**src/rtl/clk_div_multi_if.sv**
```systemverilog
// Control and status bundle for clk_div_multi: run enables, restart, divisor writes,
// plus the registered tick / square / pending outputs.
interface clk_div_multi_if #(
  parameter int CW  = 26,
  parameter int NCH = 2,
  parameter int WCH = (NCH > 1) ? $clog2(NCH) : 1
);
  logic [NCH-1:0] en;
  logic           sync;
  logic           wr_en;
  logic [WCH-1:0] wr_ch;
  logic [CW-1:0]  wr_div;
  logic [NCH-1:0] tick;
  logic [NCH-1:0] clk_out;
  logic [NCH-1:0] pend;

  modport master (
    output en, sync, wr_en, wr_ch, wr_div,
    input  tick, clk_out, pend
  );

  modport slave (
    input  en, sync, wr_en, wr_ch, wr_div,
    output tick, clk_out, pend
  );
endinterface

```
**src/rtl/clk_div_multi.sv**
```systemverilog
// NCH independent programmable dividers: one-cycle tick and 50 % square per channel.
// All outputs registered; a divisor write becomes active only at TC, sync or while stopped.
module clk_div_multi #(
  parameter int              CW       = 26,
  parameter int              NCH      = 2,
  parameter logic [NCH*CW-1:0] DIV_INIT = {26'd25_000, 26'd25_000_000}
) (
  input logic             clk_i,
  input logic             rst_i,
  clk_div_multi_if.slave  bus
);
  localparam int WCH = (NCH > 1) ? $clog2(NCH) : 1;

  logic [NCH-1:0] tick_w;
  logic [NCH-1:0] clk_w;
  logic [NCH-1:0] pend_w;

  for (genvar i = 0; i < NCH; i++) begin : g_ch
    logic [CW-1:0] cnt_q, cnt_d;
    logic [CW-1:0] act_q, act_d;
    logic [CW-1:0] nxt_q, nxt_d;
    logic          pend_q, pend_d;
    logic          tick_q, tick_d;
    logic          clk_q, clk_d;
    logic          wr_hit;
    logic          tc;
    logic          xfer;

    // Out-of-range channel numbers never match any i, so such writes are dropped.
    assign wr_hit = bus.wr_en && (bus.wr_ch == WCH'(i));
    assign tc     = (act_q != '0) && (cnt_q == act_q - CW'(1));

    always_comb begin
      cnt_d  = cnt_q;
      act_d  = act_q;
      nxt_d  = nxt_q;
      pend_d = pend_q;
      tick_d = 1'b0;
      clk_d  = clk_q;
      xfer   = 1'b0;
      if (bus.sync) begin
        cnt_d = '0;
        clk_d = 1'b0;
        xfer  = 1'b1;
      end else if (act_q == '0) begin
        cnt_d = '0;
        xfer  = pend_q;
      end else if (bus.en[i]) begin
        if (tc) begin
          cnt_d  = '0;
          tick_d = 1'b1;
          clk_d  = ~clk_q;
          xfer   = 1'b1;
        end else begin
          cnt_d = cnt_q + CW'(1);
        end
      end
      if (xfer) begin
        act_d  = nxt_q;
        pend_d = 1'b0;
      end
      // A write on a transfer edge goes straight to the active divisor.
      if (wr_hit) begin
        nxt_d = bus.wr_div;
        if (xfer) begin
          act_d = bus.wr_div;
        end else begin
          pend_d = 1'b1;
        end
      end
    end

    always_ff @(posedge clk_i) begin
      if (rst_i) begin
        cnt_q  <= '0;
        act_q  <= DIV_INIT[i*CW +: CW];
        nxt_q  <= DIV_INIT[i*CW +: CW];
        pend_q <= 1'b0;
        tick_q <= 1'b0;
        clk_q  <= 1'b0;
      end else begin
        cnt_q  <= cnt_d;
        act_q  <= act_d;
        nxt_q  <= nxt_d;
        pend_q <= pend_d;
        tick_q <= tick_d;
        clk_q  <= clk_d;
      end
    end

    assign tick_w[i] = tick_q;
    assign clk_w[i]  = clk_q;
    assign pend_w[i] = pend_q;
  end

  assign bus.tick    = tick_w;
  assign bus.clk_out = clk_w;
  assign bus.pend    = pend_w;
endmodule

```
**src/flat_wrapper.sv**
```systemverilog
// flat-port wrapper written by rule: the top's interface ports become plain ports
module clk_div_multi_flat 
#(
  parameter int              CW       = 26,
  parameter int              NCH      = 2,
  parameter logic [NCH*CW-1:0] DIV_INIT = {26'd25_000, 26'd25_000_000}
)
  (clk_i, rst_i, bus_en, bus_sync, bus_wr_en, bus_wr_ch, bus_wr_div, bus_tick, bus_clk_out, bus_pend);
  clk_div_multi_if #(.CW(CW), .NCH(NCH)) bus_i ();
  input logic clk_i;
  input logic rst_i;
  input wire logic [$bits(bus_i.en)-1:0] bus_en;
  input wire logic [$bits(bus_i.sync)-1:0] bus_sync;
  input wire logic [$bits(bus_i.wr_en)-1:0] bus_wr_en;
  input wire logic [$bits(bus_i.wr_ch)-1:0] bus_wr_ch;
  input wire logic [$bits(bus_i.wr_div)-1:0] bus_wr_div;
  output wire logic [$bits(bus_i.tick)-1:0] bus_tick;
  output wire logic [$bits(bus_i.clk_out)-1:0] bus_clk_out;
  output wire logic [$bits(bus_i.pend)-1:0] bus_pend;
  assign bus_i.en = bus_en;
  assign bus_i.sync = bus_sync;
  assign bus_i.wr_en = bus_wr_en;
  assign bus_i.wr_ch = bus_wr_ch;
  assign bus_i.wr_div = bus_wr_div;
  assign bus_tick = bus_i.tick;
  assign bus_clk_out = bus_i.clk_out;
  assign bus_pend = bus_i.pend;
  clk_div_multi #(.CW(CW), .NCH(NCH), .DIV_INIT(DIV_INIT)) u_core (.clk_i(clk_i), .rst_i(rst_i), .bus(bus_i));
endmodule
```
**config.mk**
```make
export PLATFORM = sky130hd
export DESIGN_NAME = clk_div_multi_flat
export DESIGN_NICKNAME = d
export VERILOG_FILES = /design/src/rtl/clk_div_multi_if.sv /design/src/rtl/clk_div_multi.sv /design/src/flat_wrapper.sv
export SDC_FILE = /design/constraint.sdc
export NUM_CORES = 1
export LEC_CHECK = 0
export ABC_AREA = 1
export CORE_MARGIN = 1.5
export CORE_UTILIZATION = 40
export DETAILED_ROUTE_END_ITERATION = 12
export GPL_TIMING_DRIVEN = 0
export PLACE_DENSITY = 0.58
export SLEW_MARGIN = 5
export SYNTH_ARGS = -nofsm -noshare
export SYNTH_HDL_FRONTEND = slang
export SYNTH_SLANG_ARGS = --single-unit
```
**constraint.sdc**
```tcl
create_clock -name clk_i -period 4.2 [get_ports clk_i]
set_input_delay 0.63 -clock clk_i [delete_from_list [all_inputs] [get_ports clk_i]]
set_output_delay 0.63 -clock clk_i [all_outputs]
set_load 0.005 [all_outputs]
```
==> results.md <==
* Placed wire-length estimate at slightly above 20 mm
* Final hold slack at about 0.48 ns
* Combinational Power Share at 0.137
* NumNets Final at 1524
* Ant diodes at 0
* Run status: completed
* Setup-failing EPs final at 0
* Synthesis-to-finish area growth at 14.4%
* Fraction of layout instances using a drive strength above 1 at 0.0828
* Initial antenna violation count at 0
* Clock Sinks at 162
* GR Util met3 at 0.0296
* Iter 0 DRT Violations at approximately 720
* Drt pass-1 iters at 5
* Critical Path AT at 3.26 ns
* RSZ-0062 raised after global routing: false
* First-pass GRT wire length at between 40 and 50 mm
* Max_slew headroom at 0.240
* CP Class: flop to flop
* Total gr overflow at 0
* Met2 Resource Use GR at 0.292
* Synth Instances at about 1400
* # rows at 55
* GPL Wtd Cong at 0.893
* Setup TNS at 0 ns
* Seq/Total Area, Yosys at 0.344
* Pin count of the biggest net entering global routing at 17
* Max-cap viol count at 0
* Switch Pwr at ~0.0011 W
* Min-delay worst type: flop to flop
* Synthesis warning total at 0
* Final-layout fill cell count at roughly 2400
* CTS tree: done
* Core Region at roughly 23000 µm²
* Worst vdd ir at around 0.00025 V
* DIE AREA at between 20000 and 25000 µm²
* Final period utilization at 0.703
* Synth Register Bits at approximately 160
* Ys flop type: dfxtp_1
* Clock share of power at 0.425
* DIE HEIGHT at about 160 µm
* Clock slew at reported path FFs at approximately 0.07 ns
* Fmax at between 300 and 400 MHz
* ANT nets after route at 0
* Post-Syn Area at approximately 9400 µm²
* GRT Util Overall at 0.216
* Final min period at roughly 3.0 ns
* Util after Layout at 0.472
* Worst-case clock buffer depth at 2
* IO buf count at 36
* Sw frac at 0.282
* Avg Synthesized Cell Area at around 6.6 µm²
* CP endpoint kind: flop
* Cts hold-fix bufs at 0
* Pwr dens at ~360 nW/µm²
* DR vias/cell at between 4 and 5
* Initial Utilization at 0.412
* Critical path peak fanout at 10
* GR peak layer: met1
* Final Hold Viols at 0
* Internal power component at roughly 0.0027 W
* Syn nets at around 1500
* Vias in the first global route at approximately 7900
* Setup crit start kind: flop
* Sequential Power Share at 0.437
* Measured slew at the worst slew-check pin at approximately 1.1 ns
* DRC at 0
* Leak Pwr at between 5 and 6 nW
* GR Util met1 at 0.353
* Post-CTS setup buffers at 0
* WL per Instance at roughly 14 µm
* H-tree depth at 4
* Die width at between 150 and 200 µm
* Clock skew at 0.0118 ns
* CP required at about 4.5 ns
* Netlist cell types at 47
* Root Driver: clkbuf_16
* Routed WL at 25.7 mm
* Vias at ~8800
* Worst-Skew Late Latency at ~0.43 ns
* I/O pin count at 39
* Resize count post-CTS at 0
* Ys async rst share at 0
* Total power at about 0.0038 W
* Slew Viols, Final at 0
* Inserted Clock Buffers at 17
* EDFF count, synth at 0
-- routing by layer --
metal	share of wire	up-vias
met3	0.051	19
li1	-	4581
met1	0.56	4021
met4	0.0092	0
met5	0	-
met2	0.38	217
-- flip-flops by register name (all words and copies together) (netlist names) --
name                cells
u_core.g_ch.act_q      52
u_core.g_ch.clk_q       2
u_core.g_ch.cnt_q      52
u_core.g_ch.nxt_q      52
u_core.g_ch.pend_q      2
u_core.g_ch.tick_q      2
-- critical path, stage by stage (launching register included) --
cell	delay (ns)
dfxtp_1	0.33
inv_1	0.11
ha_1	0.21
nand3_2	0.15
nor2_2	0.41
nand2_1	0.14
nor2_1	0.10
nand2_1	0.07
nand3_1	0.07
nand2_1	0.05
nor2_1	0.08
nand2_1	0.07
nor2_2	0.21
nand3_2	0.22
nand2_2	0.23
buf_2	0.30
nor3b_1	0.07
-- cell type report --
type | instances | area [µm²] | area share
Buffer | 46 | 245 | 0.0228
Inverter | 211 | 795 | 0.0737
Sequential cell | 162 | 3240 | 0.301
Clock inverter | 15 | 180 | 0.0167
Tap cell | 313 | 392 | 0.0363
Timing Repair Buffer | 36 | 360 | 0.0334
Multi-Input combinational cell | 1011 | 5130 | 0.477
Clock buffer | 17 | 425 | 0.0395
-- path summary, 6_finish.rpt --
check / startpoint / to / slack, ns / depth (start not counted)
setup reg to reg: u_core.g_ch[0].act_q[0] / u_core.g_ch[0].cnt_q[7] / 1.25 / 16
hold / removal: u_core.g_ch[1].nxt_q[5] / u_core.g_ch[1].nxt_q[5] / 0.48 / 2
hold reg to reg: u_core.g_ch[1].nxt_q[5] / u_core.g_ch[1].nxt_q[5] / 0.48 / 2
setup / recovery: u_core.g_ch[0].act_q[0] / u_core.g_ch[0].cnt_q[7] / 1.25 / 16
-- cells in the mapped netlist, types with 9 or more instances --
cell type    n  area [µm²]
inv_2       13        48.8
mux2i_1     13         130
nor2_1     207         777
nor3_1      38         190
dfxtp_1    162        3240
nand4_1     27         169
inv_1      195         732
nand3_2     11         110
o21ai_0     19        95.1
xnor2_1     21         184
xor2_1      45         394
clkbuf_1    18        67.6
or2_2       11        68.8
buf_2        9        45.0
nor2_2      15        93.8
o21a_1      12        90.1
a21boi_0    13        97.6
nand3b_1    27         203
nand3_1    115         576
nand2_1    368        1380
-- metrics by stage --
stage	std cells	area [µm²]	setup WS (ns)
3_5_place_dp	1779	10200	0.937
2_1_floorplan	1430	9420	1.79
6_report	1811	10800	1.25
4_1_cts	1811	10800	1.30
3_3_place_gp	1779	10200	0.928
5_1_grt	1811	10800	0.968
-- power groups by stage --
stage          Sequential, W  Clock (W)  Combinational (W)
2_1_floorplan        0.00169          0           0.000377
5_1_grt              0.00168    0.00173           0.000595
6_report             0.00167    0.00163           0.000526
4_1_cts              0.00167    0.00166           0.000522
3_3_place_gp         0.00171          0           0.000513
3_5_place_dp         0.00171          0           0.000518
-- cells by family after synthesis --
kind of cell | count (synthesis) | synth area share
adders and majority gates | 6 | 0.00797
AOI/OAI and AO/OA | 74 | 0.0514
xor gates and xnor gates | 67 | 0.0638
DFF | 162 | 0.344
and+or+nand+nor | 851 | 0.408
muxes | 13 | 0.0138
buffers and inverters | 257 | 0.110
-- placed cells by master, fill, tap and decap left out, types with 7 or more instances in the layout --
| master | synthesis | final |
|---|---|---|
| a21boi_0 | 13 | 13 |
| nand3_2 | 11 | 11 |
| nand3b_1 | 27 | 27 |
| or2_2 | 11 | 11 |
| nor2_2 | 15 | 15 |
| buf_2 | 9 | 9 |
| nand2_1 | 368 | 368 |
| o21a_1 | 12 | 12 |
| inv_1 | 195 | 195 |
| o21ai_0 | 19 | 19 |
| nand2_2 | 7 | 7 |
| nor3b_1 | 8 | 8 |
| o211ai_1 | 7 | 7 |
| a21oi_1 | 8 | 8 |
| nor3_1 | 38 | 38 |
| inv_2 | 13 | 13 |
| buf_4 | 8 | 8 |
| mux2i_1 | 13 | 13 |
| xor2_1 | 45 | 45 |
| clkbuf_16 | 0 | 17 |
| clkdlybuf4s50_1 | 0 | 36 |
| nand4_1 | 27 | 27 |
| nand3_1 | 115 | 115 |
| dfxtp_1 | 162 | 162 |
| nor2_1 | 207 | 207 |
| xnor2_1 | 21 | 21 |
| clkbuf_1 | 18 | 18 |
No activity file was read; power rests on OpenSTA's default activity.
